===== src/rtl/gesture_pkg.sv =====
// gesture_pkg: shared definitions for the gesture recognition path.
//   - gesture code constants
//   - 4x4 sensor frame pattern table (also used by gesture_fsm)
//   - emulator state enum
//   - helpers: gesture_valid(), frame_pat()
package gesture_pkg;

    localparam logic [3:0] GEST_NONE    = 4'h0;
    localparam logic [3:0] GEST_SWIPE_R = 4'h1;
    localparam logic [3:0] GEST_SWIPE_L = 4'h2;
    localparam logic [3:0] GEST_TAP     = 4'h3;
    localparam logic [3:0] GEST_HOLD    = 4'h4;

    // Row = gesture code - 1, column = frame index; bit i is sensor i.
    localparam logic [0:3][0:3][3:0] GEST_FRAMES = '{
        '{4'b0001, 4'b0010, 4'b0100, 4'b1000},  // SWIPE_R
        '{4'b1000, 4'b0100, 4'b0010, 4'b0001},  // SWIPE_L
        '{4'b0110, 4'b0000, 4'b0110, 4'b0000},  // TAP
        '{4'b1111, 4'b1111, 4'b1111, 4'b1111}   // HOLD
    };

    typedef enum logic [1:0] {
        ST_IDLE  = 2'd0,
        ST_FRAME = 2'd1,
        ST_GAP   = 2'd2
    } emu_state_t;

    function automatic logic gesture_valid(input logic [3:0] code);
        return (code >= GEST_SWIPE_R) && (code <= GEST_HOLD);
    endfunction

    // Only meaningful for valid codes (1..4).
    function automatic logic [3:0] frame_pat(input logic [3:0] code, input logic [1:0] idx);
        logic [3:0] row;
        row = code - 4'd1;
        return GEST_FRAMES[row[1:0]][idx];
    endfunction

endpackage


===== src/rtl/gesture_hold_timer.sv =====
// gesture_hold_timer: 8-bit loadable down counter, stops at zero.
//   clk, rst     : clock, synchronous active-high reset
//   load, value  : load value (has priority over counting)
//   en           : decrement when nonzero
//   expire       : count is zero (current cycle is the last of the interval)
module gesture_hold_timer (
    input  logic       clk,
    input  logic       rst,
    input  logic       load,
    input  logic [7:0] value,
    input  logic       en,
    output logic       expire
);

    logic [7:0] count;

    always_ff @(posedge clk) begin
        if (rst)
            count <= 8'd0;
        else if (load)
            count <= value;
        else if (en && count != 8'd0)
            count <= count - 8'd1;
    end

    assign expire = (count == 8'd0);

endmodule


===== src/rtl/gesture_sensor_emulator.sv =====
// gesture_sensor_emulator: plays the four sensor frames of a requested
// gesture code onto a 4-bit mock sensor bus, then an idle gap, then a
// one-cycle done pulse. Inverse of gesture_fsm, for closed-loop testing.
//   clk, rst      : slow clock, synchronous active-high reset
//   start         : request strobe, sampled only in IDLE
//   gesture_code  : requested code, sampled with start
//   repeat_en     : loop back to frame 0 at end of gap (GESTURE_EMU_REPEAT_EN only)
//   sensor_out    : emulated sensor bus (registered)
//   busy          : frames or gap in progress (registered)
//   done          : one-cycle completion pulse (registered)
//   err           : one-cycle pulse for an unsupported code (registered)
// Optional feature macro: GESTURE_EMU_REPEAT_EN
module gesture_sensor_emulator
    import gesture_pkg::*;
#(
    parameter int HOLD_CYCLES = 4,
    parameter int GAP_CYCLES  = 8
) (
    input  logic       clk,
    input  logic       rst,
    input  logic       start,
    input  logic [3:0] gesture_code,
`ifdef GESTURE_EMU_REPEAT_EN
    input  logic       repeat_en,
`endif
    output logic [3:0] sensor_out,
    output logic       busy,
    output logic       done,
    output logic       err
);

    localparam logic [7:0] HOLD_RELOAD = 8'(HOLD_CYCLES - 1);
    localparam logic [7:0] GAP_RELOAD  = 8'(GAP_CYCLES - 1);

    emu_state_t state;
    logic [3:0] code;
    logic [1:0] idx;
    logic       expire;
    logic       accept;
    logic       loop_back;
    logic       tmr_load;
    logic [7:0] tmr_value;

    assign accept = (state == ST_IDLE) && start && gesture_valid(gesture_code);

`ifdef GESTURE_EMU_REPEAT_EN
    assign loop_back = (state == ST_GAP) && expire && repeat_en;
`else
    assign loop_back = 1'b0;
`endif

    // Reload on acceptance, every frame boundary, gap entry and loop-back.
    always_comb begin
        tmr_load  = accept || loop_back || ((state == ST_FRAME) && expire);
        tmr_value = ((state == ST_FRAME) && idx == 2'd3) ? GAP_RELOAD : HOLD_RELOAD;
    end

    gesture_hold_timer u_timer (
        .clk    (clk),
        .rst    (rst),
        .load   (tmr_load),
        .value  (tmr_value),
        .en     (state != ST_IDLE),
        .expire (expire)
    );

    // Outputs are computed for the next state so they stay registered and
    // line up with the state they describe.
    always_ff @(posedge clk) begin
        if (rst) begin
            state      <= ST_IDLE;
            code       <= GEST_NONE;
            idx        <= 2'd0;
            sensor_out <= 4'b0000;
            busy       <= 1'b0;
            done       <= 1'b0;
            err        <= 1'b0;
        end else begin
            done <= 1'b0;
            err  <= 1'b0;
            unique case (state)
                ST_IDLE: begin
                    if (accept) begin
                        state      <= ST_FRAME;
                        code       <= gesture_code;
                        idx        <= 2'd0;
                        sensor_out <= frame_pat(gesture_code, 2'd0);
                        busy       <= 1'b1;
                    end else if (start) begin
                        err <= 1'b1;
                    end
                end
                ST_FRAME: begin
                    if (expire) begin
                        if (idx == 2'd3) begin
                            state      <= ST_GAP;
                            sensor_out <= 4'b0000;
                        end else begin
                            idx        <= idx + 2'd1;
                            sensor_out <= frame_pat(code, idx + 2'd1);
                        end
                    end
                end
                ST_GAP: begin
                    if (loop_back) begin
                        state      <= ST_FRAME;
                        idx        <= 2'd0;
                        sensor_out <= frame_pat(code, 2'd0);
                    end else if (expire) begin
                        state <= ST_IDLE;
                        busy  <= 1'b0;
                        done  <= 1'b1;
                    end
                end
                default: state <= ST_IDLE;
            endcase
        end
    end

endmodule


===== config.mk =====
export PLATFORM = sky130hd
export DESIGN_NAME = gesture_sensor_emulator
export DESIGN_NICKNAME = d
export VERILOG_FILES = /design/src/rtl/gesture_pkg.sv /design/src/rtl/gesture_hold_timer.sv /design/src/rtl/gesture_sensor_emulator.sv
export SDC_FILE = /design/constraint.sdc
export NUM_CORES = 1
export LEC_CHECK = 0
export ABC_AREA = 1
export BUFFER_PORTS_ARGS = -buffer_cell sky130_fd_sc_hd__buf_2
export CAP_MARGIN = 15
export CORE_MARGIN = 2
export CORE_UTILIZATION = 39
export DETAILED_ROUTE_END_ITERATION = 10
export PLACE_DENSITY_LB_ADDON = 0.3
export SKIP_CTS_REPAIR_TIMING = 1
export SYNTH_ARGS = -nofsm -noshare
export SYNTH_HDL_FRONTEND = slang
export SYNTH_SLANG_ARGS = --single-unit

===== constraint.sdc =====
create_clock -name clk -period 1.9 [get_ports clk]
set_input_delay 0.19 -clock clk [delete_from_list [all_inputs] [get_ports clk]]
set_output_delay 0.19 -clock clk [all_outputs]
set_load 0.01 [all_outputs]

==> results of run 1 <==
## per-stage QoR
step	instances	cell area (sq um)	total power, W
after detailed placement	243	1410	0.00197
after CTS	247	1440	0.00221
after floorplan	187	1310	0.00174
after global placement	243	1410	0.00197
final	247	1440	0.00218
after global routing	247	1440	0.00242
## path summary, 6_finish.rpt
| kind | start | endpoint | slack (ns) | cells past startpoint |
|---|---|---|---|---|
| worst max-delay path | u_timer.count[0] | sensor_out[1] | 0.32 | 9 |
| worst min-delay path | start | err | 0.12 | 3 |
| worst max register to register | u_timer.count[0] | sensor_out[1] | 0.32 | 9 |
| worst min register to register | busy | busy | 0.47 | 2 |
## Yosys cell counts
library cell,number
a21oi_1,21
nand2_2,2
nor2_4,4
o21ai_0,10
o21ai_1,6
nand3_1,8
and3_1,1
nor4_1,1
o21ai_2,1
or2_2,1
nand2_1,34
xor2_1,3
nand2_4,2
nor2_2,1
nand3_4,1
dfxtp_1,21
nor3_1,2
nand4_1,2
inv_2,1
nor2_1,33
buf_6,1
ha_1,8
clkbuf_1,2
xnor2_1,1
nand3_2,1
inv_1,18
nor2_8,1
## routing by layer
metal  GRT usage, %  wire (microns)
met3           1.86             117
met2           23.0            1150
met5              0               0
met1           21.8            1340
met4           4.56              19
## registers in the layout, indices dropped and copies added, names as in the netlist
signal	flops
busy	1
code	2
done	1
err	1
idx	2
sensor_out	4
state	2
u_timer.count	8
## cell families (layout without fill, tap and decap cells)
kind of cell             count (synthesis)  in the layout  synth area share [%]
XOR/XNOR                                 4              4                  2.68
AO/OA/AOI/OAI                           38             38                  14.8
adder cells (fa/ha/maj)                  8              8                  7.66
AND/OR/NAND/NOR                         94             94                  35.7
flip-flops                              21             21                  32.2
buffers and inverters                   22             36                  6.90
## tightest hold or removal path, stage by stage
cell and delay [ns]:
buf_2 0.10, nand2_1 0.05, nor2_1 0.04
## power groups by stage
| stage | clock network [W] | registers, W | logic, W |
|---|---|---|---|
| detailed placement | 0 | 0.000707 | 0.00127 |
| CTS | 0.000237 | 0.000698 | 0.00127 |
| global route | 0.000253 | 0.000719 | 0.00145 |
| finish | 0.000218 | 0.000695 | 0.00126 |
| floorplan | 0 | 0.000700 | 0.00104 |
| global placement | 0 | 0.000706 | 0.00126 |
## cell type report
| type | count | area (sq um) | area share, % |
|---|---|---|---|
| clock buffers | 3 | 22.5 | 1.57 |
| clock inverters | 1 | 5.00 | 0.348 |
| inverters | 19 | 71.3 | 4.96 |
| multi-input cells | 144 | 796 | 55.4 |
| flip-flops and latches | 21 | 420 | 29.2 |
| well taps | 46 | 57.6 | 4.00 |
| repair buffers | 13 | 65.1 | 4.53 |
==> summary.md, run 1 <==
| Metric | Value |
|---|---|
| Pre-CTS setup slack | `0.290 ns` |
| Crit path required time | `2.11 ns` |
| Synth area leaders | `dfxtp_1 (32%), nand2_1 (9.8%), nor2_1 (9.5%)` |
| Most common cell on crit path | `nand2_2` |
| Yosys cell types | `27` |
| First-pass DRT Iterations | `4` |
| Total track usage | `15.0%` |
| Leakage | `0.662 nW` |
| H-tree depth | `1` |
| RSZ-0062 raised after global routing | `false` |
| Slowest CP cell | `dfxtp_1` |
| Crit path largest cell delay | `0.34 ns` |
| Max Slew Vio Count | `0` |
| Synthesized cell area | `between 1000 and 1500 sq um` |
| Fraction of the yosys area taken by sequential cells | `about a third` |
| Slew @ Worst Pin | `0.336 ns` |
| Fin nets | `around 220` |
| Final hold vios | `0` |
| Clock slew at reported path FFs | `between 0.1 and 0.15 ns` |
| Area growth syn-to-layout | `10.1%` |
| Max-Cap Viols | `0` |
| Fin util | `43.8%` |
| Hold Crit Class | `primary input to flop` |
| Status | `complete, no violations` |
| Number of global-route vias before repair | `985` |
| Antenna Cells | `0` |
| Post-synth top area share | `about a third` |
| Min cycle time layout | `1.58 ns` |
| Fin Setup TNS | `0 ns` |
| CP cell instances | `inv_1 -> ha_1 -> nand2_2 -> nor2_8 -> nand2_2 -> nand2_4 -> o21ai_0 -> a21oi_1 -> nor2_1` |
| Hold Slack | `0.115 ns` |
| Vias per Instance | `4.72` |
| Worst slew margin | `77.6%` |
| Int Pwr | `approximately 0.0011 W` |
| CP Capture Type | `flop` |
| Clock Skews | `0.00188 ns` |
| Maximum vdd drop | `0.589 mV` |
| CP arrival | `around 1.8 ns` |
| Total grt overflow | `0` |
| Synth Register Bits | `21` |
| Wirelength, routed | `roughly 2.6 mm` |
| Commonest non-fill, non-tap cells in the layout | `nand2_1 (34), nor2_1 (33), a21oi_1 (21), dfxtp_1 (21), inv_1 (18)` |
| DRC | `0` |
| Final setup fails | `0` |
| Share of layout cells above drive strength 1 | `about 16%` |
| WL/cell | `between 10 and 15 microns` |
| Total number of yosys warnings | `0` |
| Mean Syn Cell Area | `6.99 sq um` |
| Clk pwr share | `10.0%` |
| Startpoint Class | `flop` |
| Starting Density | `39.8%` |
| Width of the chip | `61.9 microns` |
| Die height | `slightly above 60 microns` |
| CP max FO | `15` |
| Fmax | `0.634 GHz` |
| Synthesized netlist cell count | `187` |
| Antenna-violating nets left | `0` |
| DP HPWL | `around 2.0 mm` |
| Root Driver | `clkbuf_4` |
| Core footprint | `3280 sq um` |
| Clk Latency, worst-skew pair | `0.30 ns` |
| Sequential share of power | `31.9%` |
| Syn Nets | `202` |
| Sw Ratio | `49.5%` |
| Leading area contributor after synthesis | `dfxtp_1` |
| Row cnt | `21` |
| Final worst slack | `roughly 0.32 ns` |
| P_sw | `0.00108 W` |
| Initial antenna violation count | `0` |
| Tcrit/Tclk final | `83.0%` |
| Io pins | `14` |
| First-pass GRT wire length | `between 4 and 5 mm` |
| Combinational power share | `between 50% and 60%` |
| Via count | `~1200` |
| CTS Sinks | `21` |
| Largest net degree at the start of global routing | `16` |
| Worst path buffer plus inverter count | `1` |
| Port bufs | `13` |
| CP Class | `flop to flop` |
| Num CTS Buffers | `3` |
| Pwr dens | `1510 nW/um^2` |
| Largest delay share family, worst path | `simple AND/OR/NAND/NOR gates` |
| Die ar. | `3830 sq um` |
| Gpl congestion | `0.774` |
| CTS tree | `done` |
| Initial DRC count | `31` |
| CTS Buffer Depth | `2` |
| Filler cell count | `354` |
| Most common cell after layout, fill and taps aside | `nand2_1` |
(Power assumes the default switching activity.)
==> run 2, diff against run 1 <==
--- a/config.mk
+++ b/config.mk
@@ -5,7 +5,7 @@
 export SDC_FILE = /design/constraint.sdc
 export NUM_CORES = 1
 export LEC_CHECK = 0
-export ABC_AREA = 1
+export ABC_AREA = 0
 export BUFFER_PORTS_ARGS = -buffer_cell sky130_fd_sc_hd__buf_2
 export CAP_MARGIN = 15
 export CORE_MARGIN = 2
==> constraint.sdc (replaced) <==
create_clock -name clk -period 1.3 [get_ports clk]
set_input_delay 0.13 -clock clk [delete_from_list [all_inputs] [get_ports clk]]
set_output_delay 0.13 -clock clk [all_outputs]
set_load 0.01 [all_outputs]
==> run 2 against run 1 <==
Against the previous run:
- the flow now finishes with violations (negative setup slack)
- clock skew rose by 0.0036 ns
- hold slack worse by 0.082 ns
- synthesized area down 6.3%
- non-clock buffer count is 43 higher
- cell count is 3.2% lower
- combinational power is 42% lower
- power down 17%
- largest cell class unchanged
- highest routed layer unchanged
==> summary.md, run 2 <==
| Metric | Value |
|---|---|
| Setup crit end | `u_timer.count[6] (was sensor_out[1])` |
| Root Driver | `clkbuf_4 (unchanged)` |
| Final worst slack | `-0.423 ns (was 0.322 ns)` |
| Via count | `1304 (was 1165)` |
| CTS Buffer Depth | `2 (unchanged)` |
| Worst Reg2Reg Path Length in Cells | `7 (was 9)` |
| Number of global-route vias before repair | `1183 (was 985)` |
| CP Capture Type | `flop (unchanged)` |
| RSZ-0062 raised after global routing | `true (was false)` |
| Min cycle time layout | `1.72 ns (was 1.58 ns)` |
| Die height | `60.0 microns (was 61.9 microns)` |
| Antenna-violating nets left | `0 (unchanged)` |
| Row cnt | `20 (was 21)` |
| Initial antenna violation count | `0 (unchanged)` |
| Initial DRC count | `49 (was 31)` |
| Count leader, synth | `dfxtp_1 (was nand2_1)` |
| Filler cell count | `246 (was 354)` |
| Most common cell after layout, fill and taps aside | `buf_4 (was nand2_1)` |
| Post-synth top area share | `34.4% (was 32.2%)` |
| Wirelength, routed | `3.55 mm (was 2.62 mm)` |
| First-pass GRT wire length | `5.22 mm (was 4.31 mm)` |
| Width of the chip | `60.0 microns (was 61.9 microns)` |
| DRC | `0 (unchanged)` |
| P_sw | `0.000638 W (was 0.00108 W)` |
| Fmax | `0.580 GHz (was 0.634 GHz)` |
| CP startpoint | `u_timer.count[0] (unchanged)` |
| Starting Density | `40.4% (was 39.8%)` |
| CTS tree | `done (unchanged)` |
| Io pins | `14 (unchanged)` |
| Post-synth EDFFs | `0 (unchanged)` |
| Reg-to-reg setup timing slack | `-0.42 ns (was 0.32 ns)` |
| Status | `finished with violations (was complete, no violations)` |
| Leakage | `0.771 nW (was 0.662 nW)` |
| Synthesized netlist cell count | `139 (was 187)` |
| Largest registers | `u_timer.count x8, sensor_out x4 (unchanged)` |
| Area growth syn-to-layout | `56.7% (was 10.1%)` |
| Hold_sp | `gesture_code[1] (was start)` |
| Register area | `429 sq um (was 420 sq um)` |
| CP max FO | `5 (was 15)` |
| WL/cell | `14.8 microns (was 10.6 microns)` |
| Synthesized cell area | `1220 sq um (was 1310 sq um)` |
| DP HPWL | `2.39 mm (was 1.98 mm)` |
| Tcrit/Tclk final | `133% (was 83.0%)` |
| CTS Sinks | `21 (unchanged)` |
| Commonest non-fill, non-tap cells in the layout | `buf_4 (32), dfxtp_1 (14), buf_2 (13) (was nand2_1 (34), nor2_1 (33), a21oi_1 (21), dfxtp_1 (21), inv_1 (18))` |
| Fin util | `63.3% (was 43.8%)` |
| Final setup fails | `19 (was 0)` |
| Share of layout cells above drive strength 1 | `57.4% (was 15.9%)` |
| Num CTS Buffers | `3 (unchanged)` |
| Clock slew at reported path FFs | `0.13 ns (was 0.12 ns)` |
| H-tree depth | `1 (unchanged)` |
| Worst r2r dst | `u_timer.count[6] (was sensor_out[1])` |
| Hold Crit Class | `primary input to flop (unchanged)` |
| Port bufs | `13 (unchanged)` |
| Combinational power share | `40.5% (was 58.0%)` |
| Max FFs per register | `8 (unchanged)` |
| Pre-CTS setup slack | `-0.408 ns (was 0.290 ns)` |
| Pwr dens | `942 nW/um^2 (was 1510 nW/um^2)` |
| Leading area contributor after synthesis | `dfxtp_1 (unchanged)` |
| Sequential share of power | `39.8% (was 31.9%)` |
| Startpoint Class | `flop (unchanged)` |
| CP arrival | `1.99 ns (was 1.79 ns)` |
| Slew @ Worst Pin | `0.471 ns (was 0.336 ns)` |
| First-pass DRT Iterations | `4 (unchanged)` |
| Antenna Cells | `0 (unchanged)` |
| Clk Latency, worst-skew pair | `0.33 ns (was 0.30 ns)` |
| Register with the most flip-flops | `u_timer.count (unchanged)` |
| Syn Nets | `154 (was 202)` |
| Worst slew margin | `68.5% (was 77.6%)` |
| Final hold vios | `0 (unchanged)` |
| Main synth FF type | `dfxtp_1 (unchanged)` |
| Largest net degree at the start of global routing | `16 (unchanged)` |
| Total track usage | `19.2% (was 15.0%)` |
| Core footprint | `3030 sq um (was 3280 sq um)` |
| Total grt overflow | `0 (unchanged)` |
| Post-DP Area | `1710 sq um (was 1410 sq um)` |
| Clock Skews | `0.00548 ns (was 0.00188 ns)` |
| Die ar. | `3600 sq um (was 3830 sq um)` |
| Asr flop ratio synth | `0% (unchanged)` |
| Clk pwr share | `19.7% (was 10.0%)` |
| Total number of yosys warnings | `0 (unchanged)` |
| Fraction of the yosys area taken by sequential cells | `34.4% (was 32.2%)` |
| Vias per Instance | `5.46 (was 4.72)` |
| Worst r2r src | `u_timer.count[0] (unchanged)` |
| Max Slew Vio Count | `0 (unchanged)` |
| Int Pwr | `0.00117 W (was 0.00110 W)` |
| Failing checks | `negative setup slack` |
| Gpl congestion | `0.844 (was 0.774)` |
| Synth Register Bits | `21 (unchanged)` |
| Maximum vdd drop | `0.541 mV (was 0.589 mV)` |
| Sw Ratio | `35.3% (was 49.5%)` |
| Crit path required time | `1.57 ns (was 2.11 ns)` |
| Fin nets | `211 (was 217)` |
| Yosys cell types | `45 (was 27)` |
| Max-Cap Viols | `0 (unchanged)` |
| Mean Syn Cell Area | `8.80 sq um (was 6.99 sq um)` |
| CP Class | `flop to flop (unchanged)` |
| Top cells by count, synth | `dfxtp_1 (21), a21oi_1 (12), nand2_1 (11), inv_1 (9), ha_1 (8) (was nand2_1 (34), nor2_1 (33), a21oi_1 (21), dfxtp_1 (21), inv_1 (18))` |
| Finished Cell Area | `1920 sq um (was 1440 sq um)` |
| Multi-input logic area | `943 sq um (was 796 sq um)` |
| Synth area leaders | `dfxtp_1 (34%), ha_1 (8.2%), a21oi_1 (4.9%) (was dfxtp_1 (32%), nand2_1 (9.8%), nor2_1 (9.5%))` |
==> run 2: metrics by stage <==
stage / hold WS (ns) / std cells / power, W / setup TNS [ns]
floorplan: 0.189 / 139 / 0.00109 / -4.81
global placement: 0.387 / 231 / 0.00130 / -5.73
detailed placement: 0.397 / 231 / 0.00132 / -6.43
CTS: 0.0625 / 235 / 0.00165 / -7.12
global route: 0.0573 / 239 / 0.00188 / -7.09
finish: 0.0331 / 239 / 0.00181 / -5.94
==> run 2: critical path, stage by stage (launching register included) <==
cell and delay (ns):
dfxtp_2 0.36, inv_2 0.05, ha_4 0.15, or3b_4 0.26, o21ai_4 0.07, buf_6 0.13
or4_4 0.48, a21oi_2 0.16
==> run 2: cells by family (layout without fill, tap and decap cells) <==
| family | after synthesis | after routing | synth area share (%) |
|---|---|---|---|
| mux | 1 | 1 | 0.920 |
| fa+ha+maj | 8 | 8 | 8.18 |
| buf+inv | 13 | 69 | 4.29 |
| simple gates | 52 | 52 | 26.1 |
| flops | 21 | 21 | 34.4 |
| xor+xnor | 2 | 2 | 1.43 |
| compound gates | 42 | 42 | 24.7 |
==> run 2: worst min-delay path by stage <==
stage / to / slack (ns) / cells after the start
after floorplan: u_timer.count[1] / 0.19 / 1
after global placement: code[1] / 0.39 / 3
after detailed placement: code[1] / 0.40 / 3
after CTS: code[1] / 0.06 / 3
after global routing: code[1] / 0.06 / 3
final: code[1] / 0.03 / 3
==> run 2: metal layers <==
layer / global-route usage [%] / vias up / share of wire [%]
li1: - / 636 / -
met3: 3.25 / 9 / 3.3
met1: 25.8 / 628 / 46
met2: 30.6 / 31 / 48
met4: 6.98 / 0 / 2.3
met5: 0 / - / 0
==> run 2: cell type report <==
cell class,instances,area share (%)
sequential,21,22.4
timing repair buffer,56,22.4
inverter,9,1.76
tap,44,2.87
multi-input combinational,105,49.2
clock buffer,3,1.17
clock inverter,1,0.261
==> run 2: power by group through the flow <==
stage / combinational [W] / clock [W] / sequential [W]
after floorplan: 0.000342 / 0 / 0.000749
after global placement: 0.000573 / 0 / 0.000730
after detailed placement: 0.000592 / 0 / 0.000732
after CTS: 0.000598 / 0.000333 / 0.000717
after global routing: 0.000788 / 0.000368 / 0.000725
final: 0.000732 / 0.000355 / 0.000719
